File: src/rtl/serial_subtractor.sv
// Bit-serial subtractor: one full-subtractor cell and a borrow flop iterated
// LSB-first over WIDTH clocks; result and final borrow are held until the next op.
module serial_subtractor #(
    parameter int unsigned WIDTH = 8
) (
    input  logic             clk,
    input  logic             rst,
    input  logic             start,
    input  logic [WIDTH-1:0] a,
    input  logic [WIDTH-1:0] b,
    output logic             busy,
    output logic             done,
    output logic [WIDTH-1:0] diff,
    output logic             borrow_out
);

    localparam int unsigned CW = $clog2(WIDTH + 1);
    localparam logic [CW-1:0] LAST = CW'(WIDTH - 1);

    typedef enum logic [1:0] {
        ST_IDLE,
        ST_RUN,
        ST_DONE
    } state_t;

    state_t           state_q, state_d;
    logic [WIDTH-1:0] sa_q, sa_d;
    logic [WIDTH-1:0] sb_q, sb_d;
    logic [WIDTH-1:0] res_q, res_d;
    logic [WIDTH-1:0] diff_q, diff_d;
    logic             bin_q, bin_d;
    logic             borrow_q, borrow_d;
    logic [CW-1:0]    cnt_q, cnt_d;
    logic             d_bit;
    logic             bout;

    always_ff @(posedge clk or posedge rst) begin
        if (rst) begin
            state_q  <= ST_IDLE;
            sa_q     <= '0;
            sb_q     <= '0;
            res_q    <= '0;
            diff_q   <= '0;
            bin_q    <= 1'b0;
            borrow_q <= 1'b0;
            cnt_q    <= '0;
        end else begin
            state_q  <= state_d;
            sa_q     <= sa_d;
            sb_q     <= sb_d;
            res_q    <= res_d;
            diff_q   <= diff_d;
            bin_q    <= bin_d;
            borrow_q <= borrow_d;
            cnt_q    <= cnt_d;
        end
    end

    always_comb begin
        state_d  = state_q;
        sa_d     = sa_q;
        sb_d     = sb_q;
        res_d    = res_q;
        diff_d   = diff_q;
        bin_d    = bin_q;
        borrow_d = borrow_q;
        cnt_d    = cnt_q;

        d_bit = sa_q[0] ^ sb_q[0] ^ bin_q;
        bout  = (~sa_q[0] & sb_q[0]) | (~(sa_q[0] ^ sb_q[0]) & bin_q);

        case (state_q)
            ST_IDLE, ST_DONE: begin
                if (start) begin
                    state_d = ST_RUN;
                    sa_d    = a;
                    sb_d    = b;
                    bin_d   = 1'b0;
                    cnt_d   = '0;
                    res_d   = '0;
                end else begin
                    state_d = ST_IDLE;
                end
            end
            ST_RUN: begin
                res_d = {d_bit, res_q[WIDTH-1:1]};
                sa_d  = sa_q >> 1;
                sb_d  = sb_q >> 1;
                bin_d = bout;
                cnt_d = cnt_q + CW'(1);
                // Last bit: publish the completed word straight from the shift path
                if (cnt_q == LAST) begin
                    state_d  = ST_DONE;
                    diff_d   = {d_bit, res_q[WIDTH-1:1]};
                    borrow_d = bout;
                end
            end
            default: state_d = ST_IDLE;
        endcase
    end

    assign busy       = (state_q == ST_RUN);
    assign done       = (state_q == ST_DONE);
    assign diff       = diff_q;
    assign borrow_out = borrow_q;

endmodule

File: config.mk
export PLATFORM = sky130hd
export DESIGN_NAME = serial_subtractor
export DESIGN_NICKNAME = d
export VERILOG_FILES = /design/src/rtl/serial_subtractor.sv
export SDC_FILE = /design/constraint.sdc
export NUM_CORES = 1
export LEC_CHECK = 0
export CORE_MARGIN = 5
export CORE_UTILIZATION = 40
export CTS_BUF_LIST = sky130_fd_sc_hd__clkbuf_4 sky130_fd_sc_hd__clkbuf_8
export CTS_CLUSTER_SIZE = 12
export DETAILED_ROUTE_END_ITERATION = 16
export HOLD_SLACK_MARGIN = 0.12
export SLEW_MARGIN = 20
export SYNTH_ARGS = -nofsm -noshare
export SYNTH_HDL_FRONTEND = slang
export SYNTH_SLANG_ARGS = --single-unit
File: constraint.sdc
create_clock -name clk -period 4.6 [get_ports clk]
set_input_delay 0.92 -clock clk [delete_from_list [all_inputs] [get_ports clk]]
set_output_delay 0.92 -clock clk [all_outputs]
set_load 0.05 [all_outputs]
==> flow_summary.toml <==
[sta]
timing.clock.skew_ns = 0.006091
hold-worst-slack_ns = 0.5019
unrepaired_setup_endpoints_after_global_routing = "no"
finalHoldViolCount = 0
fmax_mhz = 277.0
period_needed_ns = 3.610
slew_violations = 0
totalNegativeSetupSlack_ns = 0
setup_viol = 0
fin_crit_sh_pct = 78.47
max_slew_margin_pct = 44.04
tightest_slew_ns = 0.8394

[route]
antenna_left = 0
routed_via_density = 5.311
wl_per_cell_um = 15.37
drt_first_pass_iters = 5
via_count = 1126
remaining_drc_errors = 0
routed_wl_um = 3258
detailedRoute.firstIterationViolations = 53

[clocking]
cts_setup_buffers = 0
cts_max_level = 2
postCtsHoldBufs = 0
worst_skew_pair.late_latency_ns = 0.29
cts_resized = 0
clk_pin_slew_worst_paths_ns = 0.07
clock-root-buffer = "sky130_fd_sc_hd__clkbuf_8"
cts_max_path_buffers = 2
cts_num_sinks = 39
clock_tree_from_tritoncts = "built"
cts_buf_count = 5

[die]
design.die.area_um2 = 5395
starting_density_of_the_core_pct = 40.84
placeableCoreArea_um2 = 3943
die_height_um = 73.45
floorplan.io_pins = 30
core.rowCount = 23
die_width_um = 73.45

[cells_and_area]
stdcell_count = 212
filler_cell_count = 344
nets = 182
area.growth.synth_to_final_pct = 25.95
final_layout_size_suffix_gt1_share_pct = 11.73
commonest_cells_after_routing_fill_and_taps_aside = "sky130_fd_sc_hd__dfrtp_1, sky130_fd_sc_hd__clkdlybuf4s50_1, sky130_fd_sc_hd__nand2_1, sky130_fd_sc_hd__nand3_1, sky130_fd_sc_hd__a22oi_1"
n_antenna_cell = 0
final_common_cell = "sky130_fd_sc_hd__dfrtp_1"

[logic_synthesis]
synth_xor_xnor_area_share_pct = 0
syn-cell-area_um2 = 1610
synth_area_per_cell_um2 = 12.11
synth_async_sr_flop_share_pct = 100.0
number_of_standard_cells_after_synthesis = 133
synth-warning-count = 0
synth-seq-cells = 39
share_of_cell_area_taken_by_muxes_after_synthesis_pct = 7.459
synth_enable_flop_cells = 0
synthAdderAreaFrac_pct = 2.020
synth_simple_gate_area_share_pct = 12.04
synth_compound_gate_area_share_pct = 13.83
mappedNetlistNets = 154
main_combinational_cell_family_by_area_after_synthesis = "compound AO/OA/AOI/OAI gates"
synth-seq-area-share_pct = 60.61
synthFlopType = "sky130_fd_sc_hd__dfrtp_1"
ys_types = 24

[critical_path]
cp.buffers_inverters = 2
required_ns = 3.68
end_kind = "primary output"
worstPathArrival_ns = 2.69
cp-start-kind = "flip-flop"
critical-path-top-delay-family = "buffers and inverters"
worst_path_largest_cell_delay_ns = 0.90
critical_path_class = "flip-flop to primary output"
critPathSlowestCell = "sky130_fd_sc_hd__clkdlybuf4s50_1"
worstPathMaxFanout = 28
cell_chain_critical_path = "nand2b_1 -> inv_2 -> clkdlybuf4s50_1"

[power_and_ir_drop]
power.leakage_nw = 0.9213
power_per_cell_area_nw_per_um2 = 746.7
power.ir.vdd_worst_v = 0.0003553

[placed_design]
globalplace.congestion = 0.6761
port_buffers = 29
place_hpwl_um = 2099
dpl.cell_count = 204

[global_routing]
first_global_vias = 1147
overflow = 0
grt_pass1_wl_um = 5692
antenna_violations_before_repair = 0
grt_use_total_pct = 13.96
maximum_number_of_pins_on_one_net_before_global_route_repair = 40

[flow_run]
cap_violations = 0

[status]
outcome = "finished, final reports clean"

[min_path]
hp-class = "flip-flop to flip-flop"
==> Yosys cell counts (all sizes together), types with 2 or more instances <==
| master | instances | share of area, % |
|---|---|---|
| nand2 | 16 | 3.7 |
| a22o | 11 | 6.0 |
| dfrtp | 39 | 61 |
| nor3 | 2 | 1.3 |
| mux2i | 3 | 1.9 |
| nand3 | 14 | 4.4 |
| o21ai | 2 | 0.62 |
| a22oi | 13 | 6.1 |
| clkbuf | 4 | 0.93 |
| mux2 | 8 | 5.6 |
| inv | 5 | 1.2 |
| nand2b | 2 | 0.78 |
| nor2b | 2 | 0.78 |
| buf | 5 | 1.9 |
==> final timing paths <==
check	start	to	slack (ns)	cells past startpoint
worst max-delay path	state_q[1]$_DFFE_PP0P_	busy	0.99	3
worst min-delay path	bin_q$_DFFE_PP0P_	bin_q$_DFFE_PP0P_	0.50	1
worst max register to register	state_q[0]$_DFFE_PP0P_	sb_q[7]$_DFFE_PP0P_	2.12	4
worst min register to register	bin_q$_DFFE_PP0P_	bin_q$_DFFE_PP0P_	0.50	1
max in group asynchronous	rst	diff[6]$_DFFE_PP0P_	3.22	3
min in group asynchronous	rst	state_q[0]$_DFFE_PP0P_	1.05	3
==> state kept, by name, summed over array words and instances (netlist names) <==
name	cells
bin_q	1
borrow_out	1
cnt_q	4
diff	8
res_q	7
sa_q	8
sb_q	8
state_q	2
==> power breakdown <==
part | leakage, nW | total (mW) | switching, mW | internal (mW)
clock | 0.0549 | 0.254 | 0.112 | 0.143
combinational | 0.378 | 0.669 | 0.405 | 0.264
sequential | 0.488 | 0.591 | 0.0932 | 0.498
total | 0.921 | 1.51 | 0.610 | 0.905
==> through the flow <==
stage          cell area, µm²  utilization (%)  total power, mW  setup slack, ns
6_report                 2028            51.44            1.514           0.9903
5_1_grt                  2028            51.44            1.623           0.9012
4_1_cts                  2028            51.44            1.531            1.010
3_5_place_dp             1924            48.81            1.270            1.323
3_3_place_gp             1924            48.81            1.245            1.370
2_1_floorplan            1610                -            1.084            2.603
==> layout make-up <==
class,count,area [µm²],area share (%)
well taps,50,62.56,3.085
inverters,5,18.77,0.9254
clock buffers,8,103.9,5.120
repair buffers,30,297.8,14.68
flip-flops and latches,39,975.9,48.12
multi-input cells,80,569.3,28.07
==> kinds of logic after synthesis <==
group,Yosys count
multiplexers,11
AO/OA/AOI/OAI,28
flip-flops,39
AND/OR/NAND/NOR,39
adder cells (fa/ha/maj),2
buffers and inverters,14
==> metal layers <==
metal  wire length, µm  part of all wire, %  vias up  global-route usage, %
li1                  -                    -      533                      -
met1              1475                   45      558                  18.73
met2              1553                   48       30                  20.77
met3               178                  5.5        5                  4.788
met4                50                  1.5        0                  5.433
met5                 0                    0        -                      0
Note: power is estimated with default switching activity, not from simulation.
